==> config.mk <==
export PLATFORM = sky130hd
export DESIGN_NAME = div_unit
export DESIGN_NICKNAME = d
export VERILOG_FILES = /design/src/rtl/div_pkg.sv /design/src/rtl/div_step.sv /design/src/rtl/div_unit.sv
export SDC_FILE = /design/constraint.sdc
export NUM_CORES = 1
export LEC_CHECK = 0
export ABC_AREA = 1
export BUFFER_PORTS_ARGS = -buffer_cell sky130_fd_sc_hd__buf_2
export CAP_MARGIN = 20
export CORE_ASPECT_RATIO = 1.2
export CORE_MARGIN = 3
export CORE_UTILIZATION = 65
export DETAILED_ROUTE_END_ITERATION = 12
export PLACE_DENSITY = 0.91
export SLEW_MARGIN = 20
export SYNTH_ARGS = -nofsm -noshare
export SYNTH_HDL_FRONTEND = slang
export SYNTH_HIERARCHICAL = 1
export SYNTH_SLANG_ARGS = --single-unit
==> constraint.sdc <==
create_clock -name clk -period 3.5 [get_ports clk]
set_input_delay 0.175 -clock clk [delete_from_list [all_inputs] [get_ports clk]]
set_output_delay 0.175 -clock clk [all_outputs]
set_load 0.1 [all_outputs]
==> src/rtl/div_pkg.sv <==
// div_pkg: shared definitions for the sequential signed divider.
// Provides the divider FSM state type, the datapath width constants and
// the exception vector used by the CPU top and control when DIV faults.
package div_pkg;

    localparam int WIDTH        = 32;
    localparam int CNT_W        = 5;
    localparam int DIV_EXC_ADDR = 255;

    typedef enum logic [2:0] {
        IDLE,
        RUN,
        FIX,
        DONE,
        DZ
    } state_t;

endpackage

==> src/rtl/div_step.sv <==
// div_step: one combinational restoring-division iteration.
// Ports:
//   rem_low     - partial remainder without its MSB (always 0 while running,
//                 since partial remainder < |divisor| <= 2^(WIDTH-1))
//   dvd_bit     - next dividend bit shifted into the remainder
//   divisor_abs - unsigned divisor magnitude
//   rem_next    - partial remainder after this iteration
//   q_bit       - quotient bit produced by this iteration
module div_step #(
    parameter int WIDTH = 32
) (
    input  logic [WIDTH-2:0] rem_low,
    input  logic             dvd_bit,
    input  logic [WIDTH-1:0] divisor_abs,
    output logic [WIDTH-1:0] rem_next,
    output logic             q_bit
);

    logic [WIDTH-1:0] rem_shift;
    logic [WIDTH:0]   diff;

    always_comb begin
        rem_shift = {rem_low, dvd_bit};
        // Extra top bit acts as the borrow out of the trial subtraction.
        diff      = {1'b0, rem_shift} - {1'b0, divisor_abs};
        q_bit     = ~diff[WIDTH];
        rem_next  = q_bit ? diff[WIDTH-1:0] : rem_shift;
    end

endmodule

==> src/rtl/div_unit.sv <==
// div_unit: sequential signed divider (DIV) for the multicycle datapath.
// Restoring algorithm on operand magnitudes, one quotient bit per clock,
// followed by a sign-correction cycle.
// Ports:
//   clk       - system clock, rising edge
//   reset     - asynchronous active-low reset
//   start     - one-cycle start strobe, only sampled in IDLE
//   dividend  - signed dividend (A register)
//   divisor   - signed divisor (B register)
//   quotient  - signed quotient to LO mux, updated only on the FIX edge
//   remainder - signed remainder to HI mux, updated only on the FIX edge
//   busy      - high in RUN, FIX and DONE
//   done      - one-cycle pulse, results valid
//   divzero   - one-cycle pulse, divisor was zero (results held)
module div_unit #(
    parameter int WIDTH = div_pkg::WIDTH,
    parameter int CNT_W = div_pkg::CNT_W
) (
    input  logic             clk,
    input  logic             reset,
    input  logic             start,
    input  logic [WIDTH-1:0] dividend,
    input  logic [WIDTH-1:0] divisor,
    output logic [WIDTH-1:0] quotient,
    output logic [WIDTH-1:0] remainder,
    output logic             busy,
    output logic             done,
    output logic             divzero
);

    import div_pkg::*;

    state_t           state;
    state_t           next_state;
    logic [WIDTH-1:0] dvd;
    logic [WIDTH-1:0] dsr_abs;
    logic [WIDTH-1:0] partial_rem;
    logic [WIDTH-1:0] q_work;
    logic [WIDTH-1:0] rem_next;
    logic             q_bit;
    logic             q_neg;
    logic             r_neg;
    logic [CNT_W-1:0] cnt;
    logic             divisor_zero;

    assign divisor_zero = (divisor == '0);

    div_step #(
        .WIDTH(WIDTH)
    ) u_step (
        .rem_low    (partial_rem[WIDTH-2:0]),
        .dvd_bit    (dvd[WIDTH-1]),
        .divisor_abs(dsr_abs),
        .rem_next   (rem_next),
        .q_bit      (q_bit)
    );

    always_ff @(posedge clk or negedge reset) begin
        if (!reset) begin
            state <= IDLE;
        end else begin
            state <= next_state;
        end
    end

    always_comb begin
        next_state = state;
        busy       = 1'b0;
        case (state)
            IDLE: begin
                if (start) begin
                    next_state = divisor_zero ? DZ : RUN;
                end
            end
            RUN: begin
                busy = 1'b1;
                if (cnt == '0) begin
                    next_state = FIX;
                end
            end
            FIX: begin
                busy       = 1'b1;
                next_state = DONE;
            end
            DONE: begin
                busy       = 1'b1;
                next_state = IDLE;
            end
            DZ: begin
                next_state = IDLE;
            end
            default: begin
                next_state = IDLE;
            end
        endcase
    end

    always_ff @(posedge clk or negedge reset) begin
        if (!reset) begin
            dvd         <= '0;
            dsr_abs     <= '0;
            partial_rem <= '0;
            q_work      <= '0;
            q_neg       <= 1'b0;
            r_neg       <= 1'b0;
            cnt         <= '0;
            quotient    <= '0;
            remainder   <= '0;
            done        <= 1'b0;
            divzero     <= 1'b0;
        end else begin
            // Pulses are flopped so they are high exactly in the DONE / DZ cycle.
            done    <= (state == FIX);
            divzero <= (state == IDLE) && start && divisor_zero;
            case (state)
                IDLE: begin
                    if (start && !divisor_zero) begin
                        dvd         <= dividend[WIDTH-1] ? -dividend : dividend;
                        dsr_abs     <= divisor[WIDTH-1] ? -divisor : divisor;
                        q_neg       <= dividend[WIDTH-1] ^ divisor[WIDTH-1];
                        r_neg       <= dividend[WIDTH-1];
                        partial_rem <= '0;
                        q_work      <= '0;
                        cnt         <= CNT_W'(WIDTH - 1);
                    end
                end
                RUN: begin
                    partial_rem <= rem_next;
                    dvd         <= {dvd[WIDTH-2:0], 1'b0};
                    q_work      <= {q_work[WIDTH-2:0], q_bit};
                    if (cnt != '0) begin
                        cnt <= cnt - CNT_W'(1);
                    end
                end
                FIX: begin
                    quotient  <= q_neg ? -q_work : q_work;
                    remainder <= r_neg ? -partial_rem : partial_rem;
                end
                default: begin
                end
            endcase
        end
    end

endmodule

; Yosys cells after proc, flatten, opt, wreduce, memory -nomap -nowiden
; Index checks and enable logic that the tools add are counted.
[classes]
addsub = 6
eq_ne = 7
mux = 18
bitwise = 2
reduce_logical = 14
[ops]
columns = operator, count
row1 = $mux W32, 7
row2 = $pmux W32 S2, 3
row3 = $neg A32 Y32, 4
row4 = $sub A32 B32 Y33, 1
row5 = $logic_not A32 Y1, 1
row6 = $mux W5, 2
row7 = $pmux W5 S2, 1
row8 = $mux W3, 3
row9 = $pmux W3 S3, 1
row10 = $eq A3 B2 Y1 const B, 2
row11 = $ne A2 B2 Y1 const B, 3
row12 = $reduce_and A2 Y1, 3
row13 = $logic_not A5 Y1, 1
row14 = $reduce_bool A5 Y1, 1
row15 = $sub A5 B1 Y5 const B, 1
row16 = $eq A3 B1 Y1 const B, 1
row17 = $logic_and A1 B1 Y1, 3
row18 = $logic_not A3 Y1, 1
row19 = $reduce_and A3 Y1, 1
row20 = $reduce_or A3 Y1, 1
row21 = $ne A2 B1 Y1 const B, 1
row22 = $reduce_bool A2 Y1, 1
row23 = $logic_not A1 Y1, 1
row24 = $mux W1, 1
row25 = 2 further kinds, 2
[totals]
ff_bits = 204
output_inout_bits = 67
wordCells = 59

; Depth between registers and ports, before layout
[logic_depth]
depth_word = 5
ltp_mapped = 18
mapped_depth_nobuf = 17

; Hierarchy
; The synthesis kept the hierarchy.
[by_module_without_submodules]
columns = module, instances, cells_per_inst, area_per_inst_um2
row1 = div_unit, 1, 1588, 11409.7
row2 = div_step, 1, 644, 3017.9

; Least setup slack after synthesis
; OpenSTA, ideal clock, no wires.
[synth_timing]
kind = flip-flop to flip-flop
start = register dvd[31]
end = register partial_rem[20]
setup_ns = 0.123
arrival_ns = 2.049
path_slack_ns = 1.328
path_stages_with_launch = 19
path_buffers = 1
synth_period_minus_slack_ns = 2.172
cell_sequence = dfrtp_1 inv_1 ha_1 fa_1 inv_1 nand3_1 nand3_1 nand2_1 nand2_2 nand2_1 nand2_2 nand2_4 nand2_8 inv_4 buf_6 nand2_1 nand2_1 nand2_1 o21ai_1
[synth_between]
elab_chain_len = 3
[synth_lines]
columns = element, line
row1 = from (decl), div_unit.sv:35  ; logic [WIDTH-1:0] dvd;
row2 = from (signal assigned), div_unit.sv:118  ; dvd <= dividend[WIDTH-1] ? -dividend : dividend;
row3 = from (signal assigned), div_unit.sv:129  ; dvd <= {dvd[WIDTH-2:0], 1'b0};
row4 = $sub A32 B32 Y33, div_step.sv:25  ; diff = {1'b0, rem_shift} - {1'b0, divisor_abs};
row5 = $mux W32, div_step.sv:27  ; rem_next = q_bit ? diff[WIDTH-1:0] : rem_shift;
row6 = net rem_next[20], div_unit.sv:39  ; logic [WIDTH-1:0] rem_next;
row7 = $pmux W32 S2, div_unit.sv:115  ; case (state)
row8 = to (signal assigned), div_unit.sv:128  ; partial_rem <= rem_next;
row9 = to (decl), div_unit.sv:37  ; logic [WIDTH-1:0] partial_rem;
; The timed path passes the listed nets, and every way through them passes these cells.
; A chain may end at the register's enable or synchronous reset.

; Final worst setup path
[layout_timing]
start = register dvd[31]
end = register partial_rem[16]
; The elaborated chain is that of the path after synthesis.

==> impl_results.md <==
* Status: finished clean
* R2r setup slk at between 0.8 and 0.9 ns
* DR pass1 iterations at 5
* Initial antenna violation count at 0
* Number of global-route vias before repair at 13.4k
* CTS Root Cell: clkbuf_16
* Post-CTS Setup Repair Bufs at 0
* Register area share after synthesis at a little over a third
* Worst path slowest cell: fa_1
* Max_slew headroom at between 40% and 50%
* First-pass GRT wire length at around 64 mm
* Arr. time, crit path at between 3 and 4 ns
* I/O pins at approximately 130
* Worst-path cell chain: inv_1, ha_1, fa_1, inv_1, nand3_1, nand3_1, nand2_1, nand2_2, nand2_1, nand2_2, nand2_4, nand2_8, inv_4, nand2_1, nand2_1, nand2_1, o21ai_1
* Final hold viol count at 0
* Max Cap Viol at 0
* H-tree depth at 1
* Post-CTS Hold Buffers at 16
* Top_reg_cell synth: dfrtp_1
* Clock skew at 0.0152 ns
* RSZ-0062 raised after global routing: false
* # port buffers at 133
* CTS tree: built
* Final Cycle Share at 76.0%
* Cell count after synthesis at around 2.2k
* # diodes at 0
* Commonest non-fill, non-tap cells in the layout: 830 x nand2_1, 292 x inv_1, 257 x nand3_1, 204 x dfrtp_1, 187 x nor2_1
* Crit Path Class: reg2reg
* Post-DP HPWL at between 20 and 30 mm
* Synth warn at 6
* Drt via density at about 5.5
* Post-route ant nets at 0
* Routed vias at about 15k
* DRT iter0 DRCs at between 1k and 1.5k
* WL final at 38.3 mm
* Crit-path max cell delay at 0.42 ns
* Clock Latency Late Sink at 0.51 ns
* Register bit total from synthesis at 204
* GPL Wtd Cong at 0.966
* F_max at approximately 0.38 GHz
* FF+latch area at 0.00510 mm^2
* Crit start category: register
* Worst-path fanout max at 36
* GR Overflow Total at 0
* Longest Clk Path Bufs at 3
* Filler cell count at about 1.8k
* Tmin final at 2.66 ns
* CP delay by family, top: simple AND/OR/NAND/NOR gates
* Syn Area/Cell at around 6.5 um^2
* Clk slew on worst S/H paths at approximately 0.060 ns
* Hold Crit Class: in2reg
* Synth Net Count at roughly 2.3k
* Pins Over Slew Limit at 0
* Num rows at roughly 60
* Hold Slack at roughly 0.011 ns
* Number of synthesized flops with an enable pin at 0
* CP most frequent cell: nand2_1
* Synth Cell Area at 0.0144 mm^2
* Routed WL per cell at about 15 um
* Largest net degree at the start of global routing at between 90 and 100
* Actual slew at the worst max-slew pin at between 0.8 and 0.9 ns
* Die Width at between 100 and 150 um
* CTS Buf Count at 21
* Die height at ~170 um
* Final setup viols at 0
* Buf/Inv on CP at 3
* Crit. End Element: register
* Area of the multi-input gates at a little under 0.008 mm^2
* Most common cell after layout, fill and taps aside: nand2_1
* DRC Markers at 0
* Gr usage total at between 30% and 40%
* Area growth syn-to-layout at 10.6%
* Fin Setup TNS at 0 ns
* Worst path required time at 3.86 ns
* Layout cells sized above 1 at under 10%
* Initial Util at between 60% and 70%
* Async set or reset register ratio after synthesis at between 90% and 100%
* Area of the core at ~0.022 mm^2
* CTS resizes at 0
* Number of clock sinks at slightly above 200
* Die Footprint at around 0.024 mm^2
* Yosys cell types at 41
* Final #Nets at ~2.5k
-- path summary, 6_finish.rpt --
kind / from / end / cells after the start
worst max-delay path: dvd[31] / partial_rem[16] / 17
worst min-delay path: dividend[26] / dvd[26] / 4
worst max register to register: dvd[31] / partial_rem[16] / 17
worst min register to register: quotient[16] / quotient[16] / 2
max in group asynchronous: reset / dsr_abs[14] / 3
min in group asynchronous: reset / remainder[0] / 2
-- flip-flops by register name (all words and copies together) (netlist names) --
name         count
cnt              5
divzero          1
done             1
dsr_abs         32
dvd             32
partial_rem     32
q_neg            1
q_work          32
quotient        32
r_neg            1
remainder       32
state            3
-- cell type report --
type / instances / area share [%]
clock buffers: 26 / 3.41
clock inverters: 10 / 0.682
inverters: 302 / 7.12
multi-input cells: 1658 / 48.8
flip-flops and latches: 204 / 32.0
well taps: 274 / 2.15
repair buffers: 161 / 5.87
-- Yosys cell counts (7+ instances only) --
| library cell | number | area share [%] |
|---|---|---|
| nand2_1 | 830 | 22 |
| inv_1 | 293 | 7.6 |
| nand3_1 | 257 | 8.9 |
| dfrtp_1 | 204 | 35 |
| nor2_1 | 187 | 4.9 |
| o21ai_0 | 81 | 2.8 |
| o21ai_1 | 79 | 2.7 |
| xor2_1 | 55 | 3.3 |
| ha_1 | 37 | 3.2 |
| clkbuf_1 | 36 | 0.94 |
| a21oi_1 | 32 | 1.1 |
| nand4_1 | 25 | 1.1 |
| buf_6 | 18 | 1.4 |
| nand3b_1 | 11 | 0.57 |
| buf_2 | 10 | 0.35 |
| nor2_4 | 9 | 0.70 |
| nor3_1 | 9 | 0.31 |
| inv_2 | 7 | 0.18 |
-- metrics by stage --
stage | std cells | worst slack, ns | utilization [%] | area, um^2
after CTS | 2635 | 0.838 | 73.3 | 16000
after global placement | 2583 | 1.03 | 69.5 | 15100
after detailed placement | 2583 | 0.891 | 69.5 | 15100
final | 2635 | 0.841 | 73.3 | 16000
after floorplan | 2232 | 1.33 | - | 14400
after global routing | 2635 | 0.621 | 73.3 | 16000
-- cells by family (layout without fill, tap and decap cells) --
| group | after synthesis | count (layout) | synth area share, % |
|---|---|---|---|
| AND/OR/NAND/NOR | 1352 | 1352 | 39.4 |
| AO/OA/AOI/OAI | 207 | 207 | 7.48 |
| flip-flops | 204 | 204 | 35.4 |
| XOR/XNOR | 61 | 61 | 3.70 |
| buffers and inverters | 370 | 499 | 10.7 |
| adder cells (fa/ha/maj) | 38 | 38 | 3.35 |
-- tightest hold or removal path, cell delays in order --
cell and delay, ns:
buf_2 0.10, nand2_1 0.05, nand3_1 0.07, nand3_1 0.07
-- per-layer routing --
layer / share of wire [%] / global-route usage (%) / vias to the layer above
met2: 47 / 52.6 / 575
met4: 3.2 / 10.1 / 0
met1: 44 / 44.4 / 6673
met5: 0 / 0 / -
met3: 6.0 / 2.79 / 88
li1: - / - / 7242
Power is left out: the tool's default activity adds up to more than one toggle a clock period on the data nets, which glitch-free logic cannot reach.
